===== src/rtl/tt_um_mux_scan_if.sv =====
// Pin bundle of the tt_um_* user slot: enable, data/control inputs and the
// three output buses, with master (driver) and slave (tile) views.
interface tt_um_mux_scan_if;
    logic       ena;
    logic [7:0] ui_in;
    logic [7:0] uio_in;
    logic [7:0] uo_out;
    logic [7:0] uio_out;
    logic [7:0] uio_oe;

    modport master (
        output ena, ui_in, uio_in,
        input  uo_out, uio_out, uio_oe
    );

    modport slave (
        input  ena, ui_in, uio_in,
        output uo_out, uio_out, uio_oe
    );
endinterface


===== src/rtl/tt_um_mux_scan.sv =====
// CH-channel 1-bit mux with manual select or auto-scan at DWELL cycles per channel.
// Optional input synchronizer enabled by defining MUX_SCAN_SYNC_EN.
module tt_um_mux_scan #(
    parameter int CH    = 8,
    parameter int DWELL = 4
) (
    input  logic             clk,
    input  logic             rst_n,
    tt_um_mux_scan_if.slave  bus
);

    typedef enum logic [1:0] {
        MANUAL  = 2'b00,
        SCAN    = 2'b01,
        HOLD    = 2'b10,
        ILLEGAL = 2'b11
    } state_e;

    localparam logic [2:0] CH_M1    = 3'(CH - 1);
    localparam logic [7:0] DWELL_M1 = 8'(DWELL - 1);

    state_e        state_q, state_d;
    logic [2:0]    idx_q, idx_d;
    logic [7:0]    cnt_q, cnt_d;
    logic          out_q;
    logic [2:0]    oidx_q;
    logic          wrap_q, wrap_d;
    logic [CH-1:0] data;
    logic [7:0]    data8;
    logic          scan_req, hold_req;
    logic          unused_bits;

    assign scan_req    = bus.uio_in[3];
    assign hold_req    = bus.uio_in[4];
    assign unused_bits = &{1'b0, bus.uio_in[7:5], bus.ui_in};

`ifdef MUX_SCAN_SYNC_EN
    logic [CH-1:0] sync1_q, sync2_q;

    always_ff @(posedge clk or negedge rst_n) begin
        if (!rst_n) begin
            sync1_q <= '0;
            sync2_q <= '0;
        end else if (bus.ena) begin
            sync1_q <= bus.ui_in[CH-1:0];
            sync2_q <= sync1_q;
        end
    end

    assign data = sync2_q;
`else
    assign data = bus.ui_in[CH-1:0];
`endif

    assign data8 = 8'(data);

    // Next state, index and dwell counter are all decided by the current state.
    always_comb begin
        state_d = state_q;
        idx_d   = idx_q;
        cnt_d   = cnt_q;
        case (state_q)
            MANUAL: begin
                state_d = scan_req ? SCAN : MANUAL;
                idx_d   = bus.uio_in[2:0] & CH_M1;
                cnt_d   = 8'd0;
            end
            SCAN: begin
                if (!scan_req)
                    state_d = MANUAL;
                else if (hold_req)
                    state_d = HOLD;
                if (cnt_q == DWELL_M1) begin
                    cnt_d = 8'd0;
                    idx_d = (idx_q == CH_M1) ? 3'd0 : idx_q + 3'd1;
                end else begin
                    cnt_d = cnt_q + 8'd1;
                end
            end
            HOLD: begin
                if (!scan_req)
                    state_d = MANUAL;
                else if (!hold_req)
                    state_d = SCAN;
            end
            default: begin
                state_d = MANUAL;
                idx_d   = bus.uio_in[2:0] & CH_M1;
                cnt_d   = 8'd0;
            end
        endcase
    end

    // Wrap fires as the displayed index rolls from the last channel back to 0.
    assign wrap_d = (state_q == SCAN) && (oidx_q == CH_M1) && (idx_q == 3'd0);

    always_ff @(posedge clk or negedge rst_n) begin
        if (!rst_n) begin
            state_q <= MANUAL;
            idx_q   <= 3'd0;
            cnt_q   <= 8'd0;
            out_q   <= 1'b0;
            oidx_q  <= 3'd0;
            wrap_q  <= 1'b0;
        end else if (bus.ena) begin
            state_q <= state_d;
            idx_q   <= idx_d;
            cnt_q   <= cnt_d;
            out_q   <= data8[idx_q];
            oidx_q  <= idx_q;
            wrap_q  <= wrap_d;
        end
    end

    assign bus.uo_out  = {1'b0, wrap_q, state_q, oidx_q, out_q};
    assign bus.uio_out = 8'h00;
    assign bus.uio_oe  = 8'h00;

endmodule


===== src/flat_wrapper.sv =====
// flat-port wrapper written by rule: the top's interface ports become plain ports
module tt_um_mux_scan_flat 
#(
    parameter int CH    = 8,
    parameter int DWELL = 4
)
  (clk, rst_n, bus_ena, bus_ui_in, bus_uio_in, bus_uo_out, bus_uio_out, bus_uio_oe);
  tt_um_mux_scan_if bus_i ();
  input  logic clk;
  input  logic rst_n;
  input wire logic [$bits(bus_i.ena)-1:0] bus_ena;
  input wire logic [$bits(bus_i.ui_in)-1:0] bus_ui_in;
  input wire logic [$bits(bus_i.uio_in)-1:0] bus_uio_in;
  output wire logic [$bits(bus_i.uo_out)-1:0] bus_uo_out;
  output wire logic [$bits(bus_i.uio_out)-1:0] bus_uio_out;
  output wire logic [$bits(bus_i.uio_oe)-1:0] bus_uio_oe;
  assign bus_i.ena = bus_ena;
  assign bus_i.ui_in = bus_ui_in;
  assign bus_i.uio_in = bus_uio_in;
  assign bus_uo_out = bus_i.uo_out;
  assign bus_uio_out = bus_i.uio_out;
  assign bus_uio_oe = bus_i.uio_oe;
  tt_um_mux_scan #(.CH(CH), .DWELL(DWELL)) u_core (.clk(clk), .rst_n(rst_n), .bus(bus_i));
endmodule

===== config.mk =====
export PLATFORM = sky130hd
export DESIGN_NAME = tt_um_mux_scan_flat
export DESIGN_NICKNAME = d
export VERILOG_FILES = /design/src/rtl/tt_um_mux_scan_if.sv /design/src/rtl/tt_um_mux_scan.sv /design/src/flat_wrapper.sv
export SDC_FILE = /design/constraint.sdc
export NUM_CORES = 1
export LEC_CHECK = 0
export ABC_AREA = 1
export CORE_AREA = 4 4 56 58
export DETAILED_ROUTE_END_ITERATION = 6
export DIE_AREA = 0 0 60 62
export PLACE_DENSITY = 0.83
export SLEW_MARGIN = 10
export SYNTH_ARGS = -nofsm -noshare
export SYNTH_HDL_FRONTEND = slang
export SYNTH_SLANG_ARGS = --single-unit

===== constraint.sdc =====
create_clock -name clk -period 2.9 [get_ports clk]
set_input_delay 0.87 -clock clk [delete_from_list [all_inputs] [get_ports clk]]
set_output_delay 0.87 -clock clk [all_outputs]
set_load 0.005 [all_outputs]

==> impl_metrics.tcl <==
set metrics [dict create \
    outcome "complete, no violations" \
    min_from "u_core.wrap_q" \
    hp-class "reg -> reg" \
    grtUsageMet3_pct 2.07 \
    achievable-frequency_ghz 0.443 \
    drcViolationCount 0 \
    leakage_power_summed_over_all_cells_uw 0.000704 \
    synth.yosys.warnings 0 \
    fraction_of_final_layout_cells_sized_beyond_drive_strength_1_pct 5.70 \
    hold_end "u_core.wrap_q" \
    core_region_area_um2 2660 \
    critical_path_maximum_fanout 6 \
    rr_startpoint "u_core.cnt_q[1]" \
    layout.nets 217 \
    cts_hold_buf 0 \
    worstSetupEndpointType "primary output" \
    avgSynthCellArea_um2 7.24 \
    slew_violations 0 \
    area_of_the_die_um2 3720 \
    worstPathRequired_ns 2.03 \
    timing_hold_violations_final 0 \
    top_level_port_count 43 \
    num_rows 19 \
    viasPerCell 4.65 \
    h-tree-depth 1 \
    startpoint_type "flip-flop" \
    detailedRoute.firstPassIterationCount 4 \
    setup_viol 0 \
    timing.reg2reg.worst_path_depth 6 \
    global_route.usage.total_pct 13.9 \
    met1_usage_pct 16.8 \
    post-route-min-period_ns 2.26 \
    worstPathCellList "clkdlybuf4s50_1" \
    hpwl_um 1820 \
    insertion_delay_ns 0.29 \
    numCtsBuffers 3 \
    dr.first_iter.drc_count 15 \
    clock_input_transition_at_the_sequential_cells_of_the_worst_setup_and_hold_paths_ns 0.10 \
    tritoncts_num_sinks 18 \
    rsz0062_at_grt "no" \
    synthesis.area_um2 1230 \
    cpPeakStageDelay_ns 0.56 \
    kind_of_critical_path "reg -> out" \
    antenna_left 0 \
    max_cap_violations 0 \
    timing.final.crit_share_pct 77.8 \
    ir_drop_worst_vdd_mv 0.347 \
    initial_core_util_pct 46.2 \
    port_buffers 22 \
    seq_area_frac_synth_pct 36.6 \
    tritoncts "done" \
    wire_length_of_the_first_global_routing_pass_um 3880 \
    totalWireLength_um 2310 \
    grt_max_degree 19 \
    cells_after_synthesis 170 \
    die_w_um 60 \
    ant_diodes 0 \
    cts_setup_buffers 0 \
    final_core_util_pct 54.1 \
    layout_commonest_cell "sky130_fd_sc_hd__nand2_1" \
    synth-seq-cells 18 \
    worst_path_arrival_ns 1.39 \
    grt_pass1_vias 933 \
    post-layout-total-power_uw 772 \
    worst_r2r_endpoint "u_core.idx_q[1]" \
    most_frequent_cells_in_the_layout "sky130_fd_sc_hd__nand2_1, sky130_fd_sc_hd__clkdlybuf4s50_1, sky130_fd_sc_hd__dfrtp_1, sky130_fd_sc_hd__conb_1" \
    setup.reg_to_reg.worst_slack_ns 1.51 \
    cts-root-to-sink-buffers 2 \
    pwr_density_cell_nw_per_um2 536 \
    grt_remaining_overflow 0 \
    clock-root-buffer "sky130_fd_sc_hd__clkbuf_4" \
    place.gp.congestion 0.830 \
    die_height_um 62 \
    post_cts.resized_instances 0 \
    min_path_cells 2 \
    grt_busiest_layer "met2" \
    antenna_found_initial 0 \
    fin_worst_hold_slack_ns 0.500 \
    critPathLaunch "u_core.state_q[1]" \
    timing.critical_path.buf_inv 1 \
    worst_skew_ns 0.00623 \
    critical-path-slowest-cell "sky130_fd_sc_hd__clkdlybuf4s50_1" \
    via_count 1042 \
    layout-area-overhead-vs-synth_pct 17.0 \
    synth_cell_type_count 20 \
    totalNegativeSetupSlack_ns 0 \
    route.detailed.wl_per_inst_um 10.3 \
    groute.layer.met2.usage_pct 23.5 \
    crit_family "buffers and inverters" \
]
-- synth_stat cells --
master	number	area share, %
sky130_fd_sc_hd__ha_1	4	4.1
sky130_fd_sc_hd__inv_2	1	0.30
sky130_fd_sc_hd__o211ai_1	1	0.61
sky130_fd_sc_hd__nand3_1	13	5.3
sky130_fd_sc_hd__nand4_1	4	2.0
sky130_fd_sc_hd__nor2_4	1	0.91
sky130_fd_sc_hd__nand4_2	1	1.0
sky130_fd_sc_hd__dfrtp_1	18	37
sky130_fd_sc_hd__o21ai_2	1	0.71
sky130_fd_sc_hd__nand2_1	59	18
sky130_fd_sc_hd__o21bai_1	3	1.8
sky130_fd_sc_hd__a21oi_1	2	0.81
sky130_fd_sc_hd__a21oi_2	1	0.71
sky130_fd_sc_hd__a21oi_4	1	1.3
sky130_fd_sc_hd__nor2_1	14	4.3
sky130_fd_sc_hd__o21ai_0	11	4.5
sky130_fd_sc_hd__conb_1	1	0.30
sky130_fd_sc_hd__buf_6	1	0.91
sky130_fd_sc_hd__buf_4	19	12
sky130_fd_sc_hd__inv_1	14	4.3
-- routing by layer --
metal  share of wire (%)  up-vias
met5                   0        -
met4                 1.6        0
met3                 4.7        4
met2                  48       25
met1                  46      456
li1                    -      557
-- worst max path at each step --
stage	to	slack, ns	cells past startpoint
final	bus_uo_out[5]	0.64	1
after CTS	bus_uo_out[5]	0.63	1
after global routing	bus_uo_out[5]	0.58	1
after detailed placement	u_core.cnt_q[6]	0.50	6
after global placement	u_core.cnt_q[4]	0.53	6
after floorplan	u_core.cnt_q[6]	1.38	5
-- layout make-up --
type | instances | area (um2)
fill | 274 | 1220
inverter | 15 | 56.3
multi-input combinational | 133 | 631
sequential | 18 | 450
tap | 31 | 38.8
timing repair buffer | 23 | 228
clock buffer | 4 | 36.3
-- logic make-up (layout without fill, tap and decap cells) --
family / count (synthesis) / in the layout / share of synthesized area (%)
and+or+nand+nor: 92 / 92 / 31.5
buffers and inverters: 35 / 42 / 17.1
adders and majority gates: 4 / 4 / 4.07
other: 1 / 17 / 0.305
AOI/OAI and AO/OA: 20 / 20 / 10.5
DFF: 18 / 18 / 36.6
-- power by group --
part | leakage (uW) | internal [uW] | total [uW] | switching (uW)
clock network | 0.0000210 | 76.5 | 157 | 80.8
logic | 0.000445 | 125 | 267 | 141
registers | 0.000238 | 297 | 348 | 51.9
-- through the flow --
step / setup slack [ns] / cell area [um2] / cells
6_report: 0.642 / 1440 / 224
5_1_grt: 0.585 / 1440 / 224
4_1_cts: 0.635 / 1440 / 224
3_5_place_dp: 0.500 / 1400 / 220
3_3_place_gp: 0.532 / 1400 / 220
2_1_floorplan: 1.38 / 1290 / 186
-- registers in the layout, indices dropped and copies added, names as in the netlist --
name	cells
u_core.cnt_q	8
u_core.idx_q	3
u_core.oidx_q	3
u_core.out_q	1
u_core.state_q	2
u_core.wrap_q	1
Power figures use the tool's default switching activity.
